[config.mk]
export PLATFORM = sky130hd
export DESIGN_NAME = status_flag_stack
export DESIGN_NICKNAME = d
export VERILOG_FILES = /design/src/rtl/status_flag_stack.sv
export SDC_FILE = /design/constraint.sdc
export NUM_CORES = 1
export LEC_CHECK = 0
export CORE_UTILIZATION = 47
export DETAILED_ROUTE_END_ITERATION = 6
export PLACE_DENSITY = 0.72
export SLEW_MARGIN = 10
export SYNTH_ARGS = -nofsm -noshare
export SYNTH_HDL_FRONTEND = slang
export SYNTH_SLANG_ARGS = --single-unit
[constraint.sdc]
create_clock -name clk -period 1.9 [get_ports clk]
set_input_delay 0.38 -clock clk [delete_from_list [all_inputs] [get_ports clk]]
set_output_delay 0.38 -clock clk [all_outputs]
set_load 0.1 [all_outputs]
[src/rtl/status_flag_stack.sv]
// ============================================================================
// status_flag_stack : condition-code register with masked updates, LIFO
// save/restore stack, branch bit select and sticky stack-error flags. Rev 1.0
// ============================================================================
`default_nettype none

module status_flag_stack #(
  parameter int                FLAG_W      = 4,
  parameter int                STACK_DEPTH = 4,
  parameter logic [FLAG_W-1:0] RESET_VAL   = {1'b1, {(FLAG_W-1){1'b0}}},
  parameter int                SEL_W       = 2,
  parameter int                CNT_W       = 3
) (
  input  logic              clk,
  input  logic              rst_n,
  input  logic              stall_i,
  input  logic              update_en_i,
  input  logic [1:0]        op_i,
  input  logic [FLAG_W-1:0] flag_mask_i,
  input  logic [FLAG_W-1:0] new_flags_i,
  input  logic              push_i,
  input  logic              pop_i,
  input  logic [SEL_W-1:0]  bit_sel_i,
  input  logic              err_clear_i,
  output logic [FLAG_W-1:0] flags_o,
  output logic              cond_bit_o,
  output logic [CNT_W-1:0]  depth_o,
  output logic              stack_full_o,
  output logic              stack_empty_o,
  output logic              err_overflow_o,
  output logic              err_underflow_o
);

  localparam int         IDX_W     = (STACK_DEPTH > 1) ? $clog2(STACK_DEPTH) : 1;
  localparam logic [1:0] OP_LOAD   = 2'b00;
  localparam logic [1:0] OP_CLEAR  = 2'b01;
  localparam logic [1:0] OP_SET    = 2'b10;
  localparam logic [1:0] OP_TOGGLE = 2'b11;

  logic [FLAG_W-1:0] flags_q, flags_d;
  logic [FLAG_W-1:0] stack_q [STACK_DEPTH];
  logic [FLAG_W-1:0] stack_d [STACK_DEPTH];
  logic [CNT_W-1:0]  depth_q, depth_d;
  logic              err_ovf_q, err_ovf_d;
  logic              err_unf_q, err_unf_d;

  logic              w_full;
  logic              w_empty;
  logic [IDX_W-1:0]  w_push_idx;
  logic [IDX_W-1:0]  w_top_idx;
  logic [FLAG_W-1:0] w_op_flags;
  logic [FLAG_W-1:0] w_upd_flags;

  always_comb begin
    w_full     = (depth_q == CNT_W'(STACK_DEPTH));
    w_empty    = (depth_q == '0);
    w_push_idx = IDX_W'(depth_q);
    w_top_idx  = IDX_W'(depth_q - CNT_W'(1));
    w_op_flags = flags_q;
    case (op_i)
      OP_LOAD:   w_op_flags = (flags_q & ~flag_mask_i) | (new_flags_i & flag_mask_i);
      OP_CLEAR:  w_op_flags = flags_q & ~flag_mask_i;
      OP_SET:    w_op_flags = flags_q | flag_mask_i;
      OP_TOGGLE: w_op_flags = flags_q ^ flag_mask_i;
      default:   w_op_flags = flags_q;
    endcase
    w_upd_flags = update_en_i ? w_op_flags : flags_q;
  end

  always_comb begin
    flags_d   = flags_q;
    stack_d   = stack_q;
    depth_d   = depth_q;
    err_ovf_d = err_ovf_q;
    err_unf_d = err_unf_q;
    if (!stall_i) begin
      // Clear first so a same-cycle error below overrides it.
      if (err_clear_i) begin
        err_ovf_d = 1'b0;
        err_unf_d = 1'b0;
      end
      flags_d = w_upd_flags;
      if (push_i && pop_i && !w_empty) begin
        flags_d            = stack_q[w_top_idx];
        stack_d[w_top_idx] = flags_q;
      end else if (pop_i && !w_empty) begin
        flags_d = stack_q[w_top_idx];
        depth_d = depth_q - CNT_W'(1);
      end else begin
        if (pop_i) begin
          err_unf_d = 1'b1;
        end
        if (push_i) begin
          if (w_full) begin
            err_ovf_d = 1'b1;
          end else begin
            stack_d[w_push_idx] = flags_q;
            depth_d             = depth_q + CNT_W'(1);
          end
        end
      end
    end
  end

  always_ff @(posedge clk or negedge rst_n) begin
    if (!rst_n) begin
      flags_q   <= RESET_VAL;
      stack_q   <= '{default: '0};
      depth_q   <= '0;
      err_ovf_q <= 1'b0;
      err_unf_q <= 1'b0;
    end else begin
      flags_q   <= flags_d;
      stack_q   <= stack_d;
      depth_q   <= depth_d;
      err_ovf_q <= err_ovf_d;
      err_unf_q <= err_unf_d;
    end
  end

  assign flags_o         = flags_q;
  assign cond_bit_o      = (32'(bit_sel_i) >= FLAG_W) ? flags_q[FLAG_W-1] : flags_q[bit_sel_i];
  assign depth_o         = depth_q;
  assign stack_full_o    = w_full;
  assign stack_empty_o   = w_empty;
  assign err_overflow_o  = err_ovf_q;
  assign err_underflow_o = err_unf_q;

endmodule

`default_nettype wire
==> flow_summary.json, run 1 <==
{
  "dp_slack_ns": -0.180,
  "ys_types": 35,
  "yosys-top-cells-area": "dfrtp_1, mux2_2, mux4_2, ha_1, mux2i_1",
  "syn_to_final_growth_pct": 46.5,
  "routed.top_layer": "met4",
  "syn_area_per_cell_sq_um": 11.7,
  "tightest_slew_ns": 0.353,
  "firstDrtPassIters": 4,
  "rsz0062_at_grt": "yes",
  "layout_common_cells": "buf_4, dfrtp_1, clkdlybuf4s50_1, inv_1, ha_1",
  "synth_compound_area_share_pct": 9.62,
  "htree_levels": 1,
  "cts_tree": "done",
  "status": "complete, no violations",
  "synth_edf_count": 0,
  "syn-cell-area_sq_mm": 0.00163,
  "die_w_um": 60.8,
  "cp.required_ns": 1.52,
  "synthArstFlopShare_pct": 100,
  "clk_latency_ns": 0.33,
  "final_common_cell": "buf_4",
  "port_buffers": 30,
  "fin_crit_sh_pct": 98.1,
  "dp.final_hpwl_mm": 3.11,
  "p_leak_nw": 1.10,
  "grt_pass1_vias": 1375,
  "grt_overflow": 0,
  "setup_viol": 0,
  "route.detailed.drc": 0,
  "fin_skew_ns": 0.0111,
  "grt_first_pass_wirelength_mm": 6.31,
  "fin_ws_ns": 0.0359,
  "seq_area_frac_synth_pct": 38.6,
  "routed_wl_mm": 4.00,
  "cts_root_buf": "clkbuf_4",
  "synth_top_area_share_pct": 37.0,
  "grt_max_degree": 26,
  "cts.clk_slew.worst_paths_ns": 0.15,
  "io_pins": 31,
  "die_height_um": 60.8,
  "p_per_area_mw_per_mm2": 1750,
  "hp-class": "in -> async",
  "postPlaceCellArea_sq_mm": 0.00228,
  "numCtsBuffers": 3,
  "postSynthCellCount": 139,
  "wl_met1_mm": 1.71,
  "ctsHoldBuffers": 0,
  "maxCapViolations": 0,
  "regToRegStartpoint": "depth_o[1]",
  "vias": 1271,
  "post-route-min-period_ns": 1.86,
  "fin_cells": 237,
  "ys.flop_type": "dfrtp_1",
  "cp-end-kind": "output pin",
  "drtIter0Drc": 45,
  "reg2reg_to": "stack_q[6]",
  "hold_viol": 0,
  "cts_buffer_depth": 2,
  "crit_type": "reg -> out",
  "drive_above_1_share_pct": 45.6,
  "cp_max_fo": 9,
  "ir_drop_mv": 1.19,
  "cp-startpoint": "depth_o[1]",
  "cp-start-kind": "flop",
  "core_sq_mm": 0.00318,
  "syn_nets": 172,
  "wire_per_inst_um": 16.9,
  "synth.ff_latch_count": 25,
  "placedCellCount": 225,
  "nets": 227,
  "start_util_pct": 51.1,
  "n_antenna_cell": 0,
  "clock-sinks": 25,
  "routabilityCongestion": 0.933,
  "synth_fa_ha_area_share_pct": 10.8,
  "max_freq_mhz": 536,
  "yosys.area.top_type": "dfrtp_1",
  "r2r_slack_ns": 0.06,
  "synth_mux_area_share_pct": 26.5,
  "grt_antenna_before_repair": 0,
  "synthXorXnorAreaFrac_pct": 1.62,
  "synth_top_family_by_area": "multiplexers",
  "synthSimpleGateAreaFrac_pct": 6.85,
  "slew_headroom_pct": 76.3,
  "wl_met2_mm": 2.01,
  "viasPerCell": 5.36,
  "critPathArrivalTime_ns": 1.48,
  "grt_usage_pct": 24.1,
  "reg2reg_depth": 7,
  "die_area_sq_mm": 0.00370,
  "detail-route-antenna-nets": 0,
  "rows": 20,
  "yosysWarnings": 0,
  "dr_wl_met3_um": 226,
  "drv_slew": 0,
  "design_area_sq_mm": 0.00238
}
## worst max path at each step
| stage | to | slack [ns] |
|---|---|---|
| 6_report | stack_empty_o | 0.04 |
| 2_1_floorplan | stack_q[0] | -0.30 |
| 5_1_grt | stack_empty_o | -0.01 |
| 3_3_place_gp | flop | -0.11 |
| 4_1_cts | stack_empty_o | -0.01 |
| 3_5_place_dp | flop | -0.18 |
## per-stage QoR
stage	hold WS [ns]	total power, mW	utilization [%]	TNS (ns)
after global routing	0.456	4.36	74.9	-0.0111
after floorplan	0.0844	2.85	-	-5.11
after global placement	0.472	3.67	71.6	-1.66
final	0.415	4.17	74.9	0
after CTS	0.430	4.18	74.6	-0.0148
after detailed placement	0.490	3.78	71.6	-2.30
## layer usage
metal	up-vias	global-route usage, %
met5	-	0
met2	41	42.1
met4	0	9.74
met1	615	30.3
li1	611	-
met3	4	3.20
## what timing repair did
item                                    4_1_cts  5_1_grt
endpoints found under the setup margin       15       15
gates resized for setup                       6        3
pin swaps                                     1        1
buffers inserted                              6        4
## power by group
part	internal [mW]	total (mW)	switching, mW
combinational	1.29	2.93	1.64
clock	0.0807	0.252	0.172
sequential	0.802	0.987	0.184
## worst max-delay path, cell delays in order (launching register included)
cell and delay [ns]:
dfrtp_4 0.51, inv_4 0.07, ha_4 0.17, nand2b_4 0.13, inv_16 0.10, buf_16 0.17
## synth_stat cells (all sizes together), types with 2 or more instances
master,number
buf,2
o211ai,2
nand2,5
o21ai,9
clkbuf,2
nand2b,3
ha,14
mux2i,7
dfrtp,24
nand4,4
o31ai,4
mux4,8
mux2,16
xnor2,2
a21oi,3
inv,19
## logic make-up after synthesis
group                      Yosys count
muxes                               31
DFF                                 25
AOI/OAI and AO/OA                   24
buffers and inverters               23
and+or+nand+nor                     19
adders and majority gates           14
xor gates and xnor gates             3
## area by class of cell
cell class | count | area (sq um)
Inverter | 19 | 98.8
Clock inverter | 1 | 7.51
Fill cell | 220 | 797
Sequential cell | 25 | 639
Clock buffer | 3 | 22.5
Timing Repair Buffer | 54 | 582
Tap cell | 44 | 55.1
Multi-Input combinational cell | 91 | 976
Note: power is estimated with default switching activity, not from simulation.
==> run 2: changes to the inputs <==
--- a/config.mk
+++ b/config.mk
@@ -5,6 +5,7 @@
 export SDC_FILE = /design/constraint.sdc
 export NUM_CORES = 1
 export LEC_CHECK = 0
+export CORE_MARGIN = 3
 export CORE_UTILIZATION = 47
 export DETAILED_ROUTE_END_ITERATION = 6
 export PLACE_DENSITY = 0.72
==> run 2 against run 1 <==
Clock-buffer cell count unchanged; worst setup slack worse by 0.053 ns; hold slack worse by 0.036 ns; via count up 4.2%; sequential cell count unchanged; fmax down 2.8%; the run now ends with setup timing left; critical endpoint unchanged; wire length up 4.2%; clock skew down 0.0049 ns; power up 1.5%; sequential power about the same; clock power up 6%.
==> flow_summary.json, run 2 (synthesis gave the netlist of run 1 again) <==
{
  "cp-end-kind": "output pin",
  "clock-sinks": 25,
  "rsz0062_at_grt": "yes",
  "final_util_pct": 76.2,
  "r2r_slack_ns": 0,
  "die_w_um": 64.8,
  "violations": "setup timing",
  "drtIter0Drc": 108,
  "hp-class": "in -> async",
  "drv_slew": 0,
  "p_clk_share_pct": 6.3,
  "dp_slack_ns": -0.143,
  "fin_skew_ns": 0.00616,
  "drive_above_1_share_pct": 46.2,
  "regToRegStartpoint": "depth_o[0]",
  "nets": 231,
  "rows": 20,
  "grt_pass1_vias": 1447,
  "firstDrtPassIters": 4,
  "start_util_pct": 51.1,
  "grt_first_pass_wirelength_mm": 6.93,
  "wire_per_inst_um": 17.3,
  "die_height_um": 64.8,
  "syn_to_final_growth_pct": 49.0,
  "hold_viol": 0,
  "postPlaceCellArea_sq_mm": 0.00227,
  "max_freq_mhz": 522,
  "grt_max_degree": 26,
  "critPathArrivalTime_ns": 1.54,
  "fin_cells": 241,
  "ir_drop_mv": 1.24,
  "cp_max_fo": 9,
  "core_sq_mm": 0.00318,
  "power_mw": 4.24,
  "route.detailed.drc": 0,
  "reg2reg_to": "stack_q[10]",
  "slew_headroom_pct": 72.1,
  "port_buffers": 30,
  "tightest_slew_ns": 0.416,
  "cts.clk_slew.worst_paths_ns": 0.16,
  "p_comb_share_pct": 69.9,
  "cts_root_buf": "clkbuf_4",
  "n_antenna_cell": 0,
  "status": "complete, but fails checks",
  "cp.required_ns": 1.52,
  "detail-route-antenna-nets": 0,
  "hold_ws_ns": 0.378,
  "grt_usage_pct": 21.6,
  "htree_levels": 1,
  "maxCapViolations": 0,
  "crit_type": "reg -> out",
  "setup_viol": 2,
  "cts_tree": "done",
  "routabilityCongestion": 0.838,
  "fin_crit_sh_pct": 101,
  "ctsHoldBuffers": 0,
  "numCtsBuffers": 3,
  "die_area_sq_mm": 0.00420,
  "p_int_mw": 2.22,
  "io_pins": 31,
  "dp.final_hpwl_mm": 2.97,
  "fin_ws_ns": -0.0174,
  "p_per_area_mw_per_mm2": 1750,
  "p_leak_nw": 1.12,
  "grt_overflow": 0,
  "post-route-min-period_ns": 1.92,
  "placedCellCount": 226,
  "swShare_pct": 47.6,
  "vias": 1325,
  "power_switching_mw": 2.02,
  "p_seq_share_pct": 23.7,
  "clk_latency_ns": 0.34,
  "fin_tns_setup_ns": -0.0176,
  "viasPerCell": 5.50,
  "design_area_sq_mm": 0.00242,
  "cp-start-kind": "flop",
  "routed_wl_mm": 4.17,
  "final_common_cell": "buf_4",
  "reg2reg_depth": 9,
  "grt_antenna_before_repair": 0,
  "layout_common_cells": "buf_4, dfrtp_1, clkdlybuf4s50_1, inv_1, ha_1",
  "cts_buffer_depth": 2
}
## run 2: changes by cell type in the layout (fill, tap and decap cells not counted)
cell	previous run	this run
buf_6	0	2
buf_4	26	28
mux2_2	9	7
o21ai_1	1	2
o21ai_2	1	0
mux2_4	7	9
## run 2: final cells by class
class / count / area, sq um
Clock buffer: 3 / 22.5
Multi-Input combinational cell: 91 / 980
Timing Repair Buffer: 58 / 619
Tap cell: 44 / 55.1
Sequential cell: 25 / 639
Inverter: 19 / 98.8
Clock inverter: 1 / 7.51
Fill cell: 206 / 756
## run 2: repair_timing
item | CTS | global route
gates resized for setup | 8 | 3
endpoints found under the setup margin | 15 | 16
setup buffers | 6 | 5
cloned | 0 | 0
pin swaps | 1 | 3
## run 2: power by group through the flow
stage / logic, mW / clock network, mW / registers [mW]
after global routing: 3.12 / 0.291 / 1.04
after CTS: 2.89 / 0.271 / 1.00
after global placement: 2.61 / 0 / 1.05
after detailed placement: 2.67 / 0 / 1.07
after floorplan: 1.26 / 0 / 1.59
final: 2.96 / 0.268 / 1.01
## run 2: worst max-delay path: stages, from the launching register on
cell      delay, ns
dfrtp_4        0.52
inv_4          0.07
ha_4           0.17
nand2b_4       0.06
buf_6          0.14
inv_16         0.07
buf_16         0.16
## run 2: worst max-delay path by stage
| stage | startpoint | endpoint | cells after the start |
|---|---|---|---|
| after global routing | depth_o[1] | stack_empty_o | 6 |
| after global placement | flag_mask_i[1] | flop | 6 |
| after CTS | depth_o[0] | stack_full_o | 6 |
| final | depth_o[1] | stack_empty_o | 6 |
| after floorplan | depth_o[0] | stack_q[0] | 9 |
| after detailed placement | flag_mask_i[0] | flop | 6 |
## run 2: layer usage
metal,track usage (%),share of wire (%),vias to the layer above
met1,28.2,44,663
met5,0,0,-
met4,7.65,1.1,0
met2,35.8,50,37
li1,-,-,619
met3,4.16,5.6,6
==> run 3: changes to the inputs <==
--- a/config.mk
+++ b/config.mk
@@ -9,7 +9,7 @@
 export CORE_UTILIZATION = 47
 export DETAILED_ROUTE_END_ITERATION = 6
 export PLACE_DENSITY = 0.72
-export SLEW_MARGIN = 10
+export SKIP_CTS_REPAIR_TIMING = 1
 export SYNTH_ARGS = -nofsm -noshare
 export SYNTH_HDL_FRONTEND = slang
 export SYNTH_SLANG_ARGS = --single-unit
==> constraint.sdc (replaced) <==
create_clock -name clk -period 1.9 [get_ports clk]
set_input_delay 0.38 -clock clk [delete_from_list [all_inputs] [get_ports clk]]
set_output_delay 0.38 -clock clk [all_outputs]
set_load 0.05 [all_outputs]
==> run 3 against run 2 <==
The flow now finishes without violations; register-to-register slack gained 0.11 ns; cell count shrank 0.83%; power shrank 20%; sequential power is essentially flat; fmax grew 3.5%.
==> flow_summary.json, run 3 (synthesis gave the netlist of run 1 again) <==
{
  "status": "complete, no violations",
  "grt_antenna_before_repair": 0,
  "slew_headroom_pct": 65.4,
  "routed_wl_mm": 3.74,
  "p_clk_share_pct": 7.7,
  "vias": 1282,
  "drv_slew": 0,
  "layout_common_cells": "buf_4, dfrtp_1, clkdlybuf4s50_1, inv_1, ha_1",
  "tightest_slew_ns": 0.518,
  "routabilityCongestion": 0.858,
  "fin_crit_sh_pct": 97.5,
  "placedCellCount": 227,
  "fin_skew_ns": 0.0105,
  "htree_levels": 1,
  "cp_max_fo": 6,
  "cts_tree": "done",
  "port_buffers": 30,
  "grt_pass1_vias": 1306,
  "clock-sinks": 25,
  "start_util_pct": 51.1,
  "fin_cells": 239,
  "post-route-min-period_ns": 1.85,
  "max_freq_mhz": 540,
  "cp.required_ns": 1.52,
  "route.detailed.drc": 0,
  "p_leak_nw": 1.10,
  "hp-class": "in -> async",
  "maxCapViolations": 0,
  "nets": 229,
  "path_cells": "mux4_2 -> buf_8",
  "firstDrtPassIters": 4,
  "rows": 20,
  "die_area_sq_mm": 0.00420,
  "numCtsBuffers": 3,
  "viasPerCell": 5.36,
  "io_pins": 31,
  "grt_usage_pct": 19.3,
  "hold_viol": 0,
  "detail-route-antenna-nets": 0,
  "cts.clk_slew.worst_paths_ns": 0.16,
  "rsz0062_at_grt": "no",
  "syn_to_final_growth_pct": 40.4,
  "design_area_sq_mm": 0.00228,
  "clk_latency_ns": 0.34,
  "grt_first_pass_wirelength_mm": 6.26,
  "p_comb_share_pct": 63.5,
  "wire_per_inst_um": 15.6,
  "final_common_cell": "buf_4",
  "n_antenna_cell": 0,
  "postPlaceCellArea_sq_mm": 0.00216,
  "core_sq_mm": 0.00318,
  "grt_overflow": 0,
  "slowest_delay_ns": 0.49,
  "cp-end-kind": "output pin",
  "die_height_um": 64.8,
  "cts_buffer_depth": 2,
  "slowest_stage": "mux4_2",
  "ir_drop_mv": 0.820,
  "p_seq_share_pct": 28.8,
  "p_int_mw": 1.92,
  "dp.final_hpwl_mm": 2.83,
  "cp-start-kind": "flop",
  "regToRegStartpoint": "depth_o[0]",
  "setup_viol": 0,
  "crit_type": "reg -> out",
  "drtIter0Drc": 62,
  "cts_root_buf": "clkbuf_4",
  "die_w_um": 64.8,
  "drive_above_1_share_pct": 43.6,
  "swShare_pct": 43.2,
  "critPathArrivalTime_ns": 1.47,
  "grt_max_degree": 26,
  "p_per_area_mw_per_mm2": 1480,
  "power_switching_mw": 1.46
}
## run 3: cell count changes in the layout (fill, tap and decap cells not counted), sizes merged
cell | previous run | this run
buf | 40 | 36
dlygate4sd2 | 1 | 0
dlymetal6s2s | 0 | 3
inv | 18 | 19
clkinvlp | 2 | 1
## run 3: final cells by class
cell class              count  area [sq um]
inverters                  19          88.8
well taps                  44          55.1
repair buffers             56           514
clock inverters             1          7.51
fillers                   235           896
clock buffers               3          22.5
flip-flops and latches     25           633
multi-input cells          91           961
## run 3: stage by stage
stage,setup TNS [ns],hold WS (ns),setup WS [ns],total power [mW],utilization (%)
after CTS,-0.0910,0.390,-0.0383,3.26,68.9
after floorplan,-2.41,0.0844,-0.176,2.37,-
after detailed placement,-2.29,0.469,-0.166,2.99,67.9
after global placement,-1.42,0.468,-0.107,2.93,67.9
final,0,0.400,0.0477,3.39,71.8
after global routing,0,0.437,0.0190,3.61,71.8
## run 3: critical path, delay by kind of cell, from the launching register on
family                 cells  cell delay [ns]
buffers and inverters      1             0.17
flip-flops                 1             0.48
multiplexers               1             0.49
## run 3: metal layers
metal  global-route usage, %  share of wire [%]  wire [um]  vias up
met2                    30.5                 49       1810       30
li1                        -                  -          -      612
met4                    6.86                1.2         43        0
met1                    25.6                 45       1700      634
met3                    4.68                4.9        182        6
met5                       0                  0          0        -
## run 3: path summary, 6_finish.rpt
| check | endpoint | slack, ns | cells past startpoint |
|---|---|---|---|
| setup / recovery | cond_bit_o | 0.05 | 2 |
| hold / removal | err_underflow_o | 0.40 | 2 |
| setup reg to reg | stack_q[3] | 0.11 | 8 |
| hold reg to reg | err_underflow_o | 0.49 | 2 |
| max in group asynchronous | asynchronous set/reset pin | 1.19 | 2 |
| min in group clk | err_underflow_o | 0.49 | 2 |
## run 3: power groups by stage
stage / clock, mW / sequential [mW] / combinational (mW)
2_1_floorplan: 0 / 1.25 / 1.12
3_3_place_gp: 0 / 0.995 / 1.93
3_5_place_dp: 0 / 1.01 / 1.98
4_1_cts: 0.272 / 0.996 / 1.99
5_1_grt: 0.287 / 1.01 / 2.31
6_report: 0.261 / 0.976 / 2.15
